[src/rtl/button_command_arbiter.sv]
// Round-robin arbiter serializing latched push-button command pulses into one command stream.
// Latency: req_pulse at t -> pending at t+1 -> cmd_valid at t+2 (when idle); HOLDOFF_CYCLES idle gap after every accept.
// Backpressure: cmd_valid/cmd_id hold until cmd_ready; new pulses keep latching into pending meanwhile.
//
// Ports:
//   clk          system clock
//   async_reset  asynchronous active-low reset
//   req_pulse    one-cycle request pulses, bit i = requester i (already synchronized)
//   cmd_ready    consumer accepts the presented command this cycle
//   cmd_valid    command presented (registered)
//   cmd_id       index of the granted requester (registered)
//   pending      latched, not-yet-issued requests (registered)
//   overrun      one-cycle pulse: request arrived for an already-pending requester
module button_command_arbiter #(
   parameter int NUM_REQ        = 4,
   parameter int ID_WIDTH       = 2,
   parameter int HOLDOFF_CYCLES = 16,
   parameter int HOLDOFF_WIDTH  = 5
) (
   input  logic                clk,
   input  logic                async_reset,
   input  logic [NUM_REQ-1:0]  req_pulse,
   input  logic                cmd_ready,
   output logic                cmd_valid,
   output logic [ID_WIDTH-1:0] cmd_id,
   output logic [NUM_REQ-1:0]  pending,
   output logic                overrun
);

   typedef enum logic [1:0] {
      ST_IDLE    = 2'd0,
      ST_ISSUE   = 2'd1,
      ST_HOLDOFF = 2'd2
   } state_t;

   state_t                   r_state;
   state_t                   w_state_nxt;
   logic                     r_cmd_valid;
   logic                     w_cmd_valid_nxt;
   logic [ID_WIDTH-1:0]      r_cmd_id;
   logic [ID_WIDTH-1:0]      w_cmd_id_nxt;
   logic [ID_WIDTH-1:0]      r_last_grant;
   logic [ID_WIDTH-1:0]      w_last_grant_nxt;
   logic [HOLDOFF_WIDTH-1:0] r_cnt;
   logic [HOLDOFF_WIDTH-1:0] w_cnt_nxt;
   logic [NUM_REQ-1:0]       r_pending;
   logic [NUM_REQ-1:0]       w_pending_nxt;
   logic                     r_overrun;
   logic                     w_overrun_nxt;

   logic                     w_accept;
   logic [NUM_REQ-1:0]       w_clr;
   logic                     w_sel_found;
   logic [ID_WIDTH-1:0]      w_sel_id;

   assign w_accept = r_cmd_valid & cmd_ready;

   // Pending latch: a new pulse always wins over the accept-clear of the same bit,
   // so a press landing in the accept cycle is re-issued rather than lost.
   always_comb begin
      w_clr = '0;
      for (int i = 0; i < NUM_REQ; i++) begin
         w_clr[i] = w_accept && (r_cmd_id == ID_WIDTH'(i));
      end
      w_pending_nxt = req_pulse | (r_pending & ~w_clr);
      w_overrun_nxt = |(req_pulse & r_pending & ~w_clr);
   end

   // Rotating priority: first pending index above last_grant, else wrap to the
   // lowest pending index at or below it.
   always_comb begin
      w_sel_found = 1'b0;
      w_sel_id    = '0;
      for (int i = 0; i < NUM_REQ; i++) begin
         if (!w_sel_found && r_pending[i] && (ID_WIDTH'(i) > r_last_grant)) begin
            w_sel_found = 1'b1;
            w_sel_id    = ID_WIDTH'(i);
         end
      end
      for (int i = 0; i < NUM_REQ; i++) begin
         if (!w_sel_found && r_pending[i] && (ID_WIDTH'(i) <= r_last_grant)) begin
            w_sel_found = 1'b1;
            w_sel_id    = ID_WIDTH'(i);
         end
      end
   end

   // Next-state and registered-output logic.
   always_comb begin
      w_state_nxt      = r_state;
      w_cmd_valid_nxt  = r_cmd_valid;
      w_cmd_id_nxt     = r_cmd_id;
      w_last_grant_nxt = r_last_grant;
      w_cnt_nxt        = r_cnt;
      case (r_state)
         ST_IDLE: begin
            if (w_sel_found) begin
               w_cmd_valid_nxt = 1'b1;
               w_cmd_id_nxt    = w_sel_id;
               w_state_nxt     = ST_ISSUE;
            end
         end
         ST_ISSUE: begin
            if (w_accept) begin
               w_cmd_valid_nxt  = 1'b0;
               w_last_grant_nxt = r_cmd_id;
               w_cnt_nxt        = HOLDOFF_WIDTH'(HOLDOFF_CYCLES);
               w_state_nxt      = ST_HOLDOFF;
            end
         end
         ST_HOLDOFF: begin
            // Counter holds HOLDOFF_CYCLES in the first hold-off cycle, so leaving
            // when it reads 1 gives exactly HOLDOFF_CYCLES hold-off cycles.
            if (r_cnt <= HOLDOFF_WIDTH'(1)) begin
               w_cnt_nxt   = '0;
               w_state_nxt = ST_IDLE;
            end else begin
               w_cnt_nxt = r_cnt - HOLDOFF_WIDTH'(1);
            end
         end
         default: begin
            w_cmd_valid_nxt = 1'b0;
            w_state_nxt     = ST_IDLE;
         end
      endcase
   end

   always_ff @(posedge clk or negedge async_reset) begin
      if (!async_reset) begin
         r_state      <= ST_IDLE;
         r_cmd_valid  <= 1'b0;
         r_cmd_id     <= '0;
         r_last_grant <= ID_WIDTH'(NUM_REQ - 1);
         r_cnt        <= '0;
         r_pending    <= '0;
         r_overrun    <= 1'b0;
      end else begin
         r_state      <= w_state_nxt;
         r_cmd_valid  <= w_cmd_valid_nxt;
         r_cmd_id     <= w_cmd_id_nxt;
         r_last_grant <= w_last_grant_nxt;
         r_cnt        <= w_cnt_nxt;
         r_pending    <= w_pending_nxt;
         r_overrun    <= w_overrun_nxt;
      end
   end

   assign cmd_valid = r_cmd_valid;
   assign cmd_id    = r_cmd_id;
   assign pending   = r_pending;
   assign overrun   = r_overrun;

endmodule

[config.mk]
export PLATFORM = sky130hd
export DESIGN_NAME = button_command_arbiter
export DESIGN_NICKNAME = d
export VERILOG_FILES = /design/src/rtl/button_command_arbiter.sv
export SDC_FILE = /design/constraint.sdc
export NUM_CORES = 1
export LEC_CHECK = 0
export ABC_AREA = 1
export CORE_MARGIN = 1.5
export CORE_UTILIZATION = 40
export CTS_CLUSTER_DIAMETER = 100
export DETAILED_ROUTE_END_ITERATION = 12
export PLACE_DENSITY_LB_ADDON = 0.2
export SLEW_MARGIN = 20
export SYNTH_ARGS = -nofsm -noshare
export SYNTH_HDL_FRONTEND = slang
export SYNTH_SLANG_ARGS = --single-unit
[constraint.sdc]
create_clock -name clk -period 3.5 [get_ports clk]
set_input_delay 0.7 -clock clk [delete_from_list [all_inputs] [get_ports clk]]
set_output_delay 0.7 -clock clk [all_outputs]
set_load 0.01 [all_outputs]
## Word level (Yosys, flattened, before mapping)

Cells that the tools add are included.

| storage, ports and cells | value |
|---|---|
| flip-flop bits (word level) | 17 |
| word-level logic and storage cells | 92 |

| operators by class | value |
|---|---|
| add/subtract/negate cells | 1 |
| $lt $le $gt $ge | 9 |
| eq/ne operators | 8 |
| muxes and demuxes | 25 |
| bitwise gates (word level) | 7 |
| reduce and logical (&&, ||, !) cells | 35 |

Operators with widths:

| operator | count |
|---|---|
| $logic_and 1x1->1 | 19 |
| $mux 2 | 9 |
| $and 4x4->4 | 3 |
| $mux 1 | 11 |
| $mux 5 | 2 |
| $pmux 5 s2 | 1 |
| $logic_not 1->1 | 7 |
| $eq 2x2->1 const B | 3 |
| $ne 2x2->1 const B | 3 |
| $pmux 2 s3 | 1 |
| $reduce_and 2->1 | 3 |
| $reduce_and 3->1 | 2 |
| $le 5x1->1 const B | 1 |
| $sub 5x1->5 const B | 1 |
| $eq 2x1->1 const B | 2 |
| $gt 1x2->1 const A | 2 |
| $gt 2x2->1 const A | 2 |
| $le 1x2->1 const A | 2 |
| $le 2x2->1 const A | 2 |
| $logic_not 2->1 | 2 |
| $not 4->4 | 1 |
| $or 4x4->4 | 1 |
| $reduce_or 4->1 | 1 |
| $pmux 1 s3 | 1 |
| other kinds (3) | 3 |

## Longest topological paths before layout

| depth | value |
|---|---|
| depth in word-level cells | 33 |
| depth in mapped cells | 9 |
| mapped depth without buffers | 9 |

## Worst setup path before layout

Ideal clock, no wire load.

| path | value |
|---|---|
| kind | input-to-reg |
| start point | in cmd_ready |
| end point | reg r_cnt[2] |
| library setup time | 0.137 ns |
| arrival | 1.271 ns |
| required time | 3.363 ns |
| setup slack | 2.091 ns |
| stages | 8 |
| cell sequence | nand2_1 > inv_2 > a21oi_2 > inv_2 > nand2_1 > nand2_1 > nand2_1 > a21oi_1 |

| between the ends | value |
|---|---|
| cells in the longest elaborated chain, start to end | 3 |

Ends and longest elaborated chain:

| item | line | text |
|---|---|---|
| start, declared | 23 | `input logic cmd_ready,` |
| $and 1x1->1 | 56 | `assign w_accept = r_cmd_valid & cmd_ready;` |
| $ne 2x2->1 (no source line) | -- |  |
| $reduce_and 2->1 (no source line) | -- |  |
| end signal, assigned | 142 | `r_cnt <= w_cnt_nxt;` |
| end, declared | 44 | `logic [HOLDOFF_WIDTH-1:0] r_cnt;` |

No other way between the ends.
A chain may end at the register's enable or synchronous reset.

## Final worst setup path

| path | value |
|---|---|
| start point | reg r_pending[3] (netlist: pending[3]) |
| end point | out pending[3] |

RTL lines:

| item | line | text |
|---|---|---|
| start, declared | 46 | `logic [NUM_REQ-1:0] r_pending;` |
| start signal, assigned | 143 | `r_pending <= w_pending_nxt;` |
| end, declared | 26 | `output logic [NUM_REQ-1:0] pending,` |

No word-level cell between the ends.

==> tab_implementation.tex <==
\begin{tabular}{lr}
\hline
Metric & Value \\
\hline
\multicolumn{2}{l}{\textbf{Run status}} \\
\quad Status & completed \\
\multicolumn{2}{l}{\textbf{Yosys}} \\
\quad Post-Synthesis Cell Area & 907 um2 \\
\quad Number of unique standard cell types used by synthesis & 23 \\
\quad Mean area per synthesized cell & 7.82 um2 \\
\quad Warnings, synthesis & 0 \\
\quad Net Count, Synth & 125 \\
\quad Sequential fraction of the synthesis area & 0.472 \\
\quad Number of synthesized register bits & 17 \\
\quad Post-synthesis instance total & 116 \\
\multicolumn{2}{l}{\textbf{Cells and area}} \\
\quad Most frequent cells in the layout & sky130\_fd\_sc\_hd\_\_nand2\_1 (36), sky130\_fd\_sc\_hd\_\_inv\_1 (16), sky130\_fd\_sc\_hd\_\_dfrtp\_1 (15) \\
\quad Layout cells sized above 1 & 0.142 \\
\quad Sequential standard cell area & 428 um2 \\
\quad Filler cell count in the final layout & 219 \\
\quad Final core utilization & 0.511 \\
\quad Leading cell type in the layout, fill and taps excluded & sky130\_fd\_sc\_hd\_\_nand2\_1 \\
\quad P\&R area growth vs syn & 22.2\% \\
\quad Count of nets after finishing & 144 \\
\quad Area used by multi-input combinational logic & 404 um2 \\
\quad Number of diodes added for antenna fixing & 0 \\
\quad Post-layout instance count excluding filler cells & 162 \\
\multicolumn{2}{l}{\textbf{Clock tree}} \\
\quad Register clock-pin slew on the reported worst setup and hold paths & 0.10 ns \\
\quad Clock latency on the worst-skew pair & 0.29 ns \\
\quad Post-CTS Hold Fix Bufs & 0 \\
\quad Deepest level of the CTS H-tree & 1 \\
\quad TritonCTS clock tree & done \\
\quad Inserted Clock Buffers & 3 \\
\quad PostCTS Resize Cnt & 0 \\
\quad Num Clock Sinks & 17 \\
\quad Longest Clk Path Bufs & 2 \\
\quad Count of buffers added by post-CTS timing repair for setup & 0 \\
\quad Clock root buffer & sky130\_fd\_sc\_hd\_\_clkbuf\_4 \\
\multicolumn{2}{l}{\textbf{Place}} \\
\quad DP HPWL & 1400 um \\
\quad Port buffer count & 14 \\
\quad Post-placement cell count & 158 \\
\quad Gp weighted congestion & 0.756 \\
\multicolumn{2}{l}{\textbf{Timing}} \\
\quad Final Max Slew Viols & 0 \\
\quad Max-Slew Margin vs Limit & 0.492 \\
\quad Clock Skew & 0.00460 ns \\
\quad Transition time at the pin with the least slew margin & 0.760 ns \\
\quad Total Negative Setup Slacks & 0 ns \\
\quad Minimum clock period after layout & 2.01 ns \\
\quad Final period util & 0.574 \\
\quad Final Hold Viols & 0 \\
\quad Achievable frequency & 497 MHz \\
\quad Unrepaired setup endpoints after global routing & false \\
\quad Setup Viol. Count Final & 0 \\
\multicolumn{2}{l}{\textbf{Global routing}} \\
\quad Total grt overflow & 0 \\
\quad Number of global-route vias before repair & 798 \\
\quad Largest net degree at the start of global routing & 18 \\
\quad Overall global routing resource usage & 0.178 \\
\quad Wire length of the first global-routing pass & 3330 um \\
\quad Antenna violations before repair & 0 \\
\multicolumn{2}{l}{\textbf{Route}} \\
\quad Number of detailed-routing iterations run before antenna repair & 3 \\
\quad Violation count after the first detailed-routing iteration & 9 \\
\quad Total wire length & 1800 um \\
\quad Vias after detailed routing & 769 \\
\quad Post-detailed-route wirelength per cell & 11.1 um \\
\quad Number of vias per cell & 4.75 \\
\quad Post-route ant nets & 0 \\
\quad Remaining routing DRC violations & 0 \\
\multicolumn{2}{l}{\textbf{Worst setup path}} \\
\quad Start-to-end type of the worst setup path & register to output port \\
\quad Setup slack of the worst register-to-register path & 2.12 ns \\
\quad Launching element type of the critical path & register \\
\quad Cell family with most CP delay & buffers and inverters \\
\quad Worst path required time & 2.80 ns \\
\quad Largest incremental delay on the critical path & 0.57 ns \\
\quad Critical-path maximum fanout & 5 \\
\quad Type of destination of the critical path & output port \\
\quad List of cells traversed by the critical path & clkdlybuf4s50\_1 \\
\quad Data arrival time of the critical path & 1.31 ns \\
\quad Slowest library cell on the worst path & sky130\_fd\_sc\_hd\_\_clkdlybuf4s50\_1 \\
\quad Number of buffers and inverters on the critical path & 1 \\
\multicolumn{2}{l}{\textbf{Power}} \\
\quad Leak & 0.000573 uW \\
\quad Worst VDD drop & 424 uV \\
\quad PwrDens & 812 mW/mm2 \\
\multicolumn{2}{l}{\textbf{Floorplan}} \\
\quad Total Die Area & 0.00256 mm2 \\
\quad Die boundary width & 50.6 um \\
\quad Core box area & 0.00217 mm2 \\
\quad Rows & 17 \\
\quad Vertical die dimension & 50.6 um \\
\quad Initial Util & 0.418 \\
\quad I/O pin total & 15 \\
\multicolumn{2}{l}{\textbf{Run}} \\
\quad Max Cap Violations & 0 \\
\multicolumn{2}{l}{\textbf{Min path}} \\
\quad Path category of the worst min-delay check & register to register \\
\hline
\end{tabular}
-- path summary, 6_finish.rpt --
| check | startpoint | to | cells after the start |
|---|---|---|---|
| worst max-delay path | pending[3] | pending[3] | 1 |
| min in group asynchronous | async_reset | overrun | 1 |
| worst min-delay path | cmd_valid | cmd_valid | 2 |
| worst min register to register | cmd_valid | cmd_valid | 2 |
| max in group asynchronous | async_reset | r_state[0] | 1 |
| worst max register to register | r_last_grant[1] | cmd_id[1] | 9 |
-- Yosys cell counts --
library cell,n,area (um2)
sky130_fd_sc_hd__nor2_1,7,26.3
sky130_fd_sc_hd__nand2_2,3,18.8
sky130_fd_sc_hd__nand2_1,36,135
sky130_fd_sc_hd__o211ai_1,1,7.51
sky130_fd_sc_hd__inv_2,4,15.0
sky130_fd_sc_hd__nor2_2,2,12.5
sky130_fd_sc_hd__o2111ai_1,1,8.76
sky130_fd_sc_hd__o22ai_1,2,12.5
sky130_fd_sc_hd__inv_1,16,60.1
sky130_fd_sc_hd__nand4_2,1,12.5
sky130_fd_sc_hd__a21o_1,1,7.51
sky130_fd_sc_hd__xor2_1,2,17.5
sky130_fd_sc_hd__nand3_1,6,30.0
sky130_fd_sc_hd__ha_1,2,25.0
sky130_fd_sc_hd__o21ai_1,1,5.00
sky130_fd_sc_hd__a21oi_1,4,20.0
sky130_fd_sc_hd__dfstp_2,2,52.6
sky130_fd_sc_hd__dfrtp_1,15,375
sky130_fd_sc_hd__nand2_4,1,11.3
sky130_fd_sc_hd__o21ai_0,4,20.0
sky130_fd_sc_hd__or2_2,2,12.5
sky130_fd_sc_hd__a31oi_1,2,12.5
sky130_fd_sc_hd__a21oi_2,1,8.76
-- through the flow --
stage               instance area [um2]  hold WS [ns]  setup WS [ns]  total power [uW]
floorplan                           907         0.404           2.09               662
global placement                   1080         0.481           1.60               790
detailed placement                 1080         0.483           1.56               804
CTS                                1110         0.513           1.46               918
global route                       1110         0.554           1.40              1010
finish                             1110         0.505           1.49               901
-- state kept, by name (all words and copies together) (netlist names) --
| register | count |
|---|---|
| cmd_id | 2 |
| cmd_valid | 1 |
| overrun | 1 |
| pending | 4 |
| r_cnt | 5 |
| r_last_grant | 2 |
| r_state | 2 |
-- logic make-up after synthesis --
group                      synth area share
and+or+nand+nor                       0.286
buffers and inverters                0.0828
AOI/OAI and AO/OA                     0.113
DFF                                   0.472
xor gates and xnor gates             0.0193
adders and majority gates            0.0276
-- layer usage --
metal,vias up,track usage,part of all wire
met4,0,0.0541,0.015
met3,4,0.0536,0.028
li1,402,-,-
met1,356,0.197,0.46
met2,7,0.325,0.50
met5,-,0,0
-- area by class of cell --
cell class | instances | area share
clock buffers | 4 | 0.0237
inverters | 20 | 0.0677
multi-input cells | 79 | 0.365
flip-flops and latches | 17 | 0.386
well taps | 28 | 0.0316
repair buffers | 14 | 0.126
-- where the power goes --
group / switching, uW / total [uW] / internal, uW
Clock: 62.0 / 106 / 44.4
Sequential: 67.9 / 348 / 280
Combinational: 258 / 446 / 188
Total: 388 / 901 / 512
(Power assumes the default switching activity.)
